===== src/rtl/uart_pkg.sv =====
// Shared definitions for the UART receive path: receiver states, oversampling
// constants and the baud divisor calculation.
package uart_pkg;

    localparam int OVERSAMPLE   = 16;
    localparam int SAMPLE_POINT = 8;

    typedef enum logic [2:0] {
        ST_IDLE,
        ST_START,
        ST_DATA,
        ST_PARITY,
        ST_STOP,
        ST_BREAK
    } rx_state_e;

    // Clocks per oversample tick, rounded to nearest and never below one.
    function automatic int baud_div(input int clk_hz, input int baud);
        int div;
        div = (clk_hz + baud * (OVERSAMPLE / 2)) / (baud * OVERSAMPLE);
        return (div < 1) ? 1 : div;
    endfunction

endpackage


===== src/rtl/uart_sync_fifo.sv =====
// Single-clock show-ahead FIFO. Pointers carry one extra wrap bit so that
// full and empty are told apart without a separate counter.
module uart_sync_fifo #(
    parameter int WIDTH = 8,
    parameter int DEPTH = 16
) (
    input  logic                     clk_i,
    input  logic                     rst_i,
    input  logic                     push_i,
    input  logic [WIDTH-1:0]         wdata_i,
    input  logic                     pop_i,
    output logic [WIDTH-1:0]         rdata_o,
    output logic                     full_o,
    output logic                     empty_o,
    output logic [$clog2(DEPTH):0]   level_o
);

    localparam int AW = $clog2(DEPTH);
    typedef logic [AW:0] ptr_t;

    logic [WIDTH-1:0] mem_q [DEPTH];
    ptr_t             wr_ptr_q, wr_ptr_d;
    ptr_t             rd_ptr_q, rd_ptr_d;
    logic             do_push, do_pop;

    assign level_o = wr_ptr_q - rd_ptr_q;
    assign full_o  = (level_o == ptr_t'(DEPTH));
    assign empty_o = (level_o == '0);

    // A pop frees a slot in the same cycle, so a full FIFO still accepts a write.
    assign do_pop   = pop_i && !empty_o;
    assign do_push  = push_i && (!full_o || do_pop);
    assign wr_ptr_d = wr_ptr_q + ptr_t'(do_push);
    assign rd_ptr_d = rd_ptr_q + ptr_t'(do_pop);

    // NOTE: state uses non-blocking assignments so every flop samples pre-edge values.
    always_ff @(posedge clk_i or posedge rst_i) begin
        if (rst_i) begin
            wr_ptr_q <= '0;
            rd_ptr_q <= '0;
        end else begin
            wr_ptr_q <= wr_ptr_d;
            rd_ptr_q <= rd_ptr_d;
        end
    end

    // NOTE: storage is deliberately not reset; the pointers alone define valid entries.
    always_ff @(posedge clk_i) begin
        if (do_push) begin
            mem_q[wr_ptr_q[AW-1:0]] <= wdata_i;
        end
    end

    assign rdata_o = empty_o ? '0 : mem_q[rd_ptr_q[AW-1:0]];

endmodule


===== src/rtl/uart_rx_fifo.sv =====
// 16x-oversampled UART receiver feeding a show-ahead FIFO. Defining
// UART_RX_PARITY_EN adds a parity bit after the data bits.
module uart_rx_fifo
    import uart_pkg::*;
#(
    parameter int CLK_HZ     = 12000000,
    parameter int BAUD       = 9600,
    parameter int DATA_BITS  = 8,
    parameter int FIFO_DEPTH = 16,
    parameter int PARITY_ODD = 0
) (
    input  logic                          iCE_CLK,
    input  logic                          RST,
    input  logic                          RX,
    output logic [DATA_BITS-1:0]          rd_data,
    output logic                          rd_valid,
    input  logic                          rd_ready,
    output logic [$clog2(FIFO_DEPTH):0]   fifo_level,
    output logic                          busy,
    output logic                          frame_err,
    output logic                          parity_err,
    output logic                          overflow
);

    localparam int DIV   = baud_div(CLK_HZ, BAUD);
    localparam int DIV_W = $clog2(DIV + 1);
    localparam int BIT_W = $clog2(DATA_BITS);
    typedef logic [DIV_W-1:0] div_t;
    typedef logic [BIT_W-1:0] bit_t;

    logic                 rx_meta_q, rx_sync_q, rx_prev_q;
    rx_state_e            state_q, state_d;
    div_t                 div_cnt_q, div_cnt_d;
    logic [3:0]           cnt_q, cnt_d;
    bit_t                 bit_cnt_q, bit_cnt_d;
    logic [DATA_BITS-1:0] shift_q, shift_d;
    logic                 frame_err_q, frame_err_d;
    logic                 parity_err_d;
    logic                 overflow_q, overflow_d;
    logic                 tick, mid_bit, end_bit, fall, realign, push, parity_ok;
    logic                 fifo_full, fifo_empty;

    always_ff @(posedge iCE_CLK or posedge RST) begin
        if (RST) begin
            rx_meta_q <= 1'b1;
            rx_sync_q <= 1'b1;
            rx_prev_q <= 1'b1;
        end else begin
            rx_meta_q <= RX;
            rx_sync_q <= rx_meta_q;
            rx_prev_q <= rx_sync_q;
        end
    end

    // A bit is sampled on the tick that brings the count to SAMPLE_POINT.
    assign tick    = (div_cnt_q == div_t'(DIV - 1));
    assign mid_bit = tick && (cnt_q == 4'(SAMPLE_POINT - 1));
    assign end_bit = tick && (cnt_q == 4'(OVERSAMPLE - 1));
    assign fall    = rx_prev_q && !rx_sync_q;

`ifdef UART_RX_PARITY_EN
    logic par_q, par_d;
    logic parity_err_q;

    assign parity_ok  = (par_q == (^shift_q ^ 1'(PARITY_ODD)));
    assign parity_err = parity_err_q;

    always_ff @(posedge iCE_CLK or posedge RST) begin
        if (RST) begin
            par_q        <= 1'b0;
            parity_err_q <= 1'b0;
        end else begin
            par_q        <= par_d;
            parity_err_q <= parity_err_d;
        end
    end
`else
    // PARITY_ODD only matters when the parity state is built.
    logic unused_parity_odd;
    assign unused_parity_odd = 1'(PARITY_ODD);
    assign parity_ok         = 1'b1;
    assign parity_err        = 1'b0;
`endif

    always_comb begin
        // NOTE: every output of this block gets a default first, so no latch is inferred.
        state_d      = state_q;
        bit_cnt_d    = bit_cnt_q;
        shift_d      = shift_q;
        frame_err_d  = 1'b0;
        parity_err_d = 1'b0;
        realign      = 1'b0;
        push         = 1'b0;
`ifdef UART_RX_PARITY_EN
        par_d        = par_q;
`endif
        case (state_q)
            ST_IDLE: begin
                if (fall) begin
                    state_d = ST_START;
                    realign = 1'b1;
                end
            end
            ST_START: begin
                if (mid_bit && rx_sync_q) begin
                    state_d = ST_IDLE;
                end else if (end_bit) begin
                    state_d   = ST_DATA;
                    bit_cnt_d = '0;
                end
            end
            ST_DATA: begin
                if (mid_bit) begin
                    shift_d = {rx_sync_q, shift_q[DATA_BITS-1:1]};
                end
                if (end_bit) begin
                    if (bit_cnt_q == bit_t'(DATA_BITS - 1)) begin
`ifdef UART_RX_PARITY_EN
                        state_d = ST_PARITY;
`else
                        state_d = ST_STOP;
`endif
                    end else begin
                        bit_cnt_d = bit_cnt_q + bit_t'(1);
                    end
                end
            end
`ifdef UART_RX_PARITY_EN
            ST_PARITY: begin
                if (mid_bit) begin
                    par_d = rx_sync_q;
                end
                if (end_bit) begin
                    state_d = ST_STOP;
                end
            end
`endif
            ST_STOP: begin
                if (mid_bit) begin
                    if (!rx_sync_q) begin
                        frame_err_d = 1'b1;
                        state_d     = ST_BREAK;
                    end else begin
                        push         = parity_ok;
                        parity_err_d = !parity_ok;
                        state_d      = ST_IDLE;
                    end
                end
            end
            ST_BREAK: begin
                if (rx_sync_q) begin
                    state_d = ST_IDLE;
                end
            end
            default: state_d = ST_IDLE;
        endcase

        if (state_d != state_q || state_q == ST_IDLE) begin
            cnt_d = '0;
        end else if (tick) begin
            cnt_d = cnt_q + 4'd1;
        end else begin
            cnt_d = cnt_q;
        end
        div_cnt_d  = (realign || tick) ? '0 : div_cnt_q + div_t'(1);
        overflow_d = push && fifo_full && !rd_ready;
    end

    always_ff @(posedge iCE_CLK or posedge RST) begin
        if (RST) begin
            state_q     <= ST_IDLE;
            div_cnt_q   <= '0;
            cnt_q       <= '0;
            bit_cnt_q   <= '0;
            shift_q     <= '0;
            frame_err_q <= 1'b0;
            overflow_q  <= 1'b0;
        end else begin
            state_q     <= state_d;
            div_cnt_q   <= div_cnt_d;
            cnt_q       <= cnt_d;
            bit_cnt_q   <= bit_cnt_d;
            shift_q     <= shift_d;
            frame_err_q <= frame_err_d;
            overflow_q  <= overflow_d;
        end
    end

    uart_sync_fifo #(
        .WIDTH (DATA_BITS),
        .DEPTH (FIFO_DEPTH)
    ) u_fifo (
        .clk_i   (iCE_CLK),
        .rst_i   (RST),
        .push_i  (push),
        .wdata_i (shift_q),
        .pop_i   (rd_ready),
        .rdata_o (rd_data),
        .full_o  (fifo_full),
        .empty_o (fifo_empty),
        .level_o (fifo_level)
    );

    assign rd_valid  = !fifo_empty;
    assign busy      = (state_q != ST_IDLE);
    assign frame_err = frame_err_q;
    assign overflow  = overflow_q;

endmodule

===== config.mk =====
export PLATFORM = sky130hd
export DESIGN_NAME = uart_rx_fifo
export DESIGN_NICKNAME = d
export VERILOG_FILES = /design/src/rtl/uart_pkg.sv /design/src/rtl/uart_sync_fifo.sv /design/src/rtl/uart_rx_fifo.sv
export SDC_FILE = /design/constraint.sdc
export NUM_CORES = 1
export LEC_CHECK = 0
export CAP_MARGIN = 20
export CORE_MARGIN = 5
export CORE_UTILIZATION = 35
export CTS_CLUSTER_DIAMETER = 100
export DETAILED_ROUTE_END_ITERATION = 12
export GPL_TIMING_DRIVEN = 0
export PLACE_DENSITY = 0.51
export SLEW_MARGIN = 20
export SYNTH_ARGS = -nofsm -noshare
export SYNTH_HDL_FRONTEND = slang
export SYNTH_SLANG_ARGS = --single-unit

===== constraint.sdc =====
create_clock -name iCE_CLK -period 4 [get_ports iCE_CLK]
set_input_delay 0.8 -clock iCE_CLK [delete_from_list [all_inputs] [get_ports iCE_CLK]]
set_output_delay 0.8 -clock iCE_CLK [all_outputs]
set_load 0.01 [all_outputs]

; Word-level counts from Yosys, hierarchy flattened
; Memories as Yosys holds them, arrays and structs flattened.
; Index checks and enable logic that the tools add are counted.
; Widths: inputs -> output; s select.
[totals]
register_bits = 40
output_inout_bits = 18
memories = 1
mem_bits_rw = 128
in_bits = 4
[mem_list]
columns = name, depth, word_bits, rd, rd_ports_with_merged_regs, wr, line
row1 = u_fifo.mem_q, 16, 8, 1, 0, 1, uart_sync_fifo.sv:21  ; logic [WIDTH-1:0] mem_q [DEPTH];
[classes]
n_eq_ne = 14
addsub = 6
n_reduce_logical = 22
n_mux = 28
[ops]
columns = op, n
row1 = $mux 3, 12
row2 = $pmux 3 s5, 1
row3 = $add 5x1->5, 2
row4 = $mux 1, 10
row5 = $eq 3x3->1 const B, 3
row6 = $logic_and 1x1->1, 8
row7 = $mux 4, 2
row8 = $mux 8, 1
row9 = $ne 2x2->1 const B, 4
row10 = $add 7x1->7 const B, 1
row11 = $eq 7x7->1 const B, 1
row12 = $mux 7, 1
row13 = $pmux 3 s2, 1
row14 = $eq 5x5->1 const B, 1
row15 = $logic_not 5->1, 1
row16 = $reduce_and 5->1, 1
row17 = $sub 5x5->5, 1
row18 = $add 4x1->4 const B, 1
row19 = $eq 4x3->1 const B, 1
row20 = $eq 4x4->1 const B, 1
row21 = $logic_not 1->1, 4
row22 = $reduce_bool 2->1, 2
row23 = $add 3x1->3 const B, 1
row24 = $eq 3x1->1 const B, 1
row25 = 6 further kinds, 8

; Depth between registers and ports, before layout
[depth]
word_depth = 8
depth_mapped = 14
depth_no_buf = 14

; Hierarchy
; A second synthesis with hierarchy kept.
[hier_totals]
hier_cells = 426
area_unflattened_um2 = 7161.9
[by_module_without_submodules]
columns = mod, area_per_inst_um2, cells_per_inst, n_inst
row1 = uart_sync_fifo, 5631.7, 284, 1
row2 = uart_rx_fifo, 1530.2, 142, 1

; Worst setup path before layout
; OpenSTA, ideal clock, no wires.
[synth_timing]
path_type = reg2reg
startpoint = register u_fifo.rd_ptr_q[1]
endpoint = memory u_fifo.mem_q[12][0] (enable)
t_required_ps = 3605
setup_ps = 395
n_path_buf = 3
t_arrival_ps = 3261
period_less_slack_ps = 3655
slack_ps = 345
path_stages_with_launch = 11
path_cell_list = dfrtp_1 > clkbuf_1 > clkbuf_1 > inv_1 > fa_1 > xor2_1 > or3_1 > nand4b_1 > a211oi_4 > buf_6 > nor4_1
[synth_via]
elab_chain_len = 8
word_cells_on_any_way = 10
cone_classes = add/sub: 1 / eq/ne: 1 / mux: 2 / reduce/logical: 6
[synth_lines]
columns = element, line
row1 = start: declaration, uart_sync_fifo.sv:23  ; ptr_t rd_ptr_q, rd_ptr_d;
row2 = start signal: assignment, uart_sync_fifo.sv:43  ; rd_ptr_q <= rd_ptr_d;
row3 = $sub 5x5->5 *, uart_sync_fifo.sv:26  ; assign level_o = wr_ptr_q - rd_ptr_q;
row4 = named net fifo_level[2], uart_rx_fifo.sv:18  ; output logic [$clog2(FIFO_DEPTH):0] fifo_level,
row5 = $logic_not 5->1, uart_sync_fifo.sv:28  ; assign empty_o = (level_o == '0);
row6 = $logic_not 1->1, uart_sync_fifo.sv:31  ; assign do_pop = pop_i && !empty_o;
row7 = $logic_and 1x1->1, uart_sync_fifo.sv:31
row8 = $logic_or 1x1->1 *, uart_sync_fifo.sv:32  ; assign do_push = push_i && (!full_o || do_pop);
row9 = $logic_and 1x1->1 *, uart_sync_fifo.sv:32
row10 = $mux 1 *, uart_sync_fifo.sv:49  ; if (do_push) begin
row11 = $mux 1 (not written as such) *, uart_sync_fifo.sv:50  ; mem_q[wr_ptr_q[AW-1:0]] <= wdata_i;
row12 = end: declaration, uart_sync_fifo.sv:21
; Mark *: on every way through the listed nets, which the timed path passes. The rest lies on a longest branch.

; Worst setup path in the final report
[layout_timing]
startpoint = register u_fifo.rd_ptr_q[1]
endpoint = output rd_data[6]
[layout_via]
elab_chain_len = 3
word_cells_on_any_way = 4
cone_classes = add/sub: 1 / mux: 1 / reduce/logical: 1 / memory: 1
[layout_lines]
columns = element, line
row1 = $sub 5x5->5, uart_sync_fifo.sv:26
row2 = $logic_not 5->1, uart_sync_fifo.sv:28
row3 = $mux 8 *, uart_sync_fifo.sv:54  ; assign rdata_o = empty_o ? '0 : mem_q[rd_ptr_q[AW-1:0]];
row4 = end: declaration, uart_rx_fifo.sv:15  ; output logic [DATA_BITS-1:0] rd_data,
; Mark *: on every way between the ends. The rest lies on a longest branch, timed or not.

==> reports/results.txt <==
Critical Path RT = 3.20 ns
M3 GR Usage = 2.69%
max incr delay on CP = 0.44 ns
Final ANT Viol Nets = 0
hold_buf cts = 0
Die X-Extent = 151 um
setup TNS = 0 ns
Most Crowded Layer GR = met2
n_diodes = 0
Area growth, synth to finish = 20.8%
Final #Nets = 493
Layout Cells excl Fill = 753
Yosys reg bits = 168
final WL = 14,400 um
Final min period = 3.85 ns
clock slew seen by the registers of the worst setup and hold paths = 0.06 ns
layout cells sized above 1 = 26.6%
Async SR Flop Fraction = 23.8%
DP HPWL = 10,100 um
Die ar. = 0.0229 mm2
CP Capture Type = output port
Vias/cell = 5.03
Wirelength per Cell = 19.1 um
Critical-path top delay cell = fa_2
Post-synth EDFFs = 128
clk_skew = 0.00780 ns
most common cell after layout, fill and taps aside = edfxtp_1
setup violators final = 0
starting DRC count in detailed routing = 218
Syn Nets = 432
routability cong. = 0.798
flop2flop setup slack = 0.37 ns
status = finished, final reports clean
Core Area = 0.0196 mm2
first-pass GRT wire length = 22,800 um
met2 usage = 23.3%
Die Y-Extent = 151 um
Final Hold Slack = 0.356 ns
crit path kind = reg2out
Pleak = 3.00 nW
DR vias = 3,784
initial antenna violation count = 0
largest area contributor in the netlist = edfxtp_1
fin. max-slew vios = 0
area of the multi-input gates = 0.00213 mm2
peak supply drop = 0.318 mV
pin slew with the least headroom to its limit = 0.812 ns
Post-Place Cells = 718
Power Density = 608 mW/mm2
Power Total = 5.14 mW
Worst-Skew Late Latency = 0.41 ns
area of the mapped netlist = 0.00700 mm2
CP Max Fanout = 10
CTS Sinks = 168
Distinct cells, synth = 47
I/O pins = 22
pin count of the biggest net entering global routing = 31
Starting Density = 35.7%
commonest non-fill, non-tap cells in the layout = edfxtp_1 (128), dfrtp_1 (37), mux4_2 (32), nor2_1 (22), clkbuf_16 (18)
worst-path cell chain = clkbuf_8, clkbuf_16, inv_2, fa_2, or3_1, nand4b_1, a21oi_4, buf_12, a21oi_1, clkdlybuf4s15_1
global route overflow = 0
worst relative slew slack = 45.7%
area share of the largest cell type after synthesis = 54.9%
Register Area = 0.00485 mm2
Max Fclk = 0.260 GHz
drt drc = 0
Critical Path AT = 3.05 ns
number of max-cap violations = 0
CTS tree = done
Detailed Routing Iterations Pass 1 = 4
yosys synthesis warning count = 0
type of origin of the critical path = flip-flop
met1 GRT Util = 17.4%
port bufs = 20
Hold Crit Class = reg2reg
number of CTS-inserted buffers = 17
CTS root buf = clkbuf_16
sequential fraction of the synthesis area = 69.3%
top post-synthesis cells by area = edfxtp_1 (55%), dfrtp_1 (13%), mux4_2 (10%)
RSZ-0062 raised after global routing = false
Site Rows = 51
Post-Synthesis Cells = 414
vias in the first global route = 4,014
Clock Tree Buf Depth = 2
Mean Syn Cell Area = 16.9 um2
final worst-path cycle share = 96.3%
Primary FF master, synth = edfxtp_1
GR Util All Layers = 13.6%
Hold Vio Cnt, Final = 0
H-tree depth = 4
Layout fillers = 1,758
fin util = 43.1%
final timing paths:
path,endpoint,start,cells past startpoint
max,rd_data[6],u_fifo.rd_ptr_q[1]$_DFF_PP0_,10
min in group asynchronous,u_fifo.wr_ptr_q[4]$_DFF_PP0_,RST,2
max in group asynchronous,rx_sync_q$_DFF_PP1_,RST,3
min reg2reg,rx_sync_q$_DFF_PP1_,rx_meta_q$_DFF_PP1_,0
max reg2reg,u_fifo.wr_ptr_q[2]$_DFF_PP0_,u_fifo.rd_ptr_q[1]$_DFF_PP0_,12
min,rx_sync_q$_DFF_PP1_,rx_meta_q$_DFF_PP1_,0
routing by layer:
layer	wire length, um	vias to the layer above	share of wire [%]
met2	7400	42	51
li1	-	1750	-
met1	6480	1977	45
met3	301	15	2.1
met4	196	0	1.4
met5	0	-	0
sequential cells by signal, summed over array words and instances, names as in the netlist:
register	flops
div_cnt_q	7
shift_q	8
u_fifo.rd_ptr_q	5
cnt_q	4
overflow	1
rx_sync_q	1
frame_err	1
state_q	3
u_fifo.wr_ptr_q	5
rx_prev_q	1
rx_meta_q	1
u_fifo.mem_q	128
bit_cnt_q	3
power by group:
part / leakage (nW) / internal, mW / switching [mW]
clock: 0.286 / 1.04 / 0.637
combinational: 1.01 / 0.716 / 0.754
sequential: 1.71 / 1.92 / 0.0655
logic make-up (layout without fill, tap and decap cells):
logic type	count (synthesis)	in the layout	share of synthesized area (%)
AO/OA/AOI/OAI	47	47	4.79
XOR/XNOR	18	18	2.25
adder cells (fa/ha/maj)	14	14	2.61
buffers and inverters	31	105	1.90
flip-flops	168	168	69.3
multiplexers	42	42	11.9
other	1	1	0.0536
AND/OR/NAND/NOR	93	93	7.19
layout make-up:
| type | instances | area share, % |
|---|---|---|
| tap | 265 | 3.92 |
| buffer | 18 | 1.36 |
| sequential | 168 | 57.4 |
| clock buffer | 20 | 5.17 |
| clock inverter | 12 | 2.06 |
| timing repair buffer | 42 | 4.37 |
| multi-input combinational | 215 | 25.2 |
| inverter | 13 | 0.577 |
synthesized netlist by cell type, drive strengths merged, types with 8 or more instances:
master,count
a22oi,16
xor2,10
mux2,9
nor4,17
nand2,15
inv,13
xnor2,8
a21oi,12
mux4,32
ha,13
nor2,22
dfrtp,37
edfxtp,128
clkbuf,12
per-stage QoR:
stage	setup slack, ns	area (um2)
after floorplan	0.345	7000
after detailed placement	-0.926	7770
final	0.147	8450
after global placement	-1.18	7530
after CTS	0.00878	8440
after global routing	0.00857	8450
repair_timing:
item / 4_1_cts / 5_1_grt
setup buffers: 3 / 0
resized for setup: 18 / 11
pin swaps: 2 / 1
endpoints found under the setup margin: 130 / 9
critical path: cells and delay by family (launching register included):
family | cells | cell delay [ns]
compound gates | 2 | 0.30
fa+ha+maj | 1 | 0.44
simple gates | 2 | 0.70
flops | 1 | 0.40
buf+inv | 5 | 0.79
(Power assumes the default switching activity.)
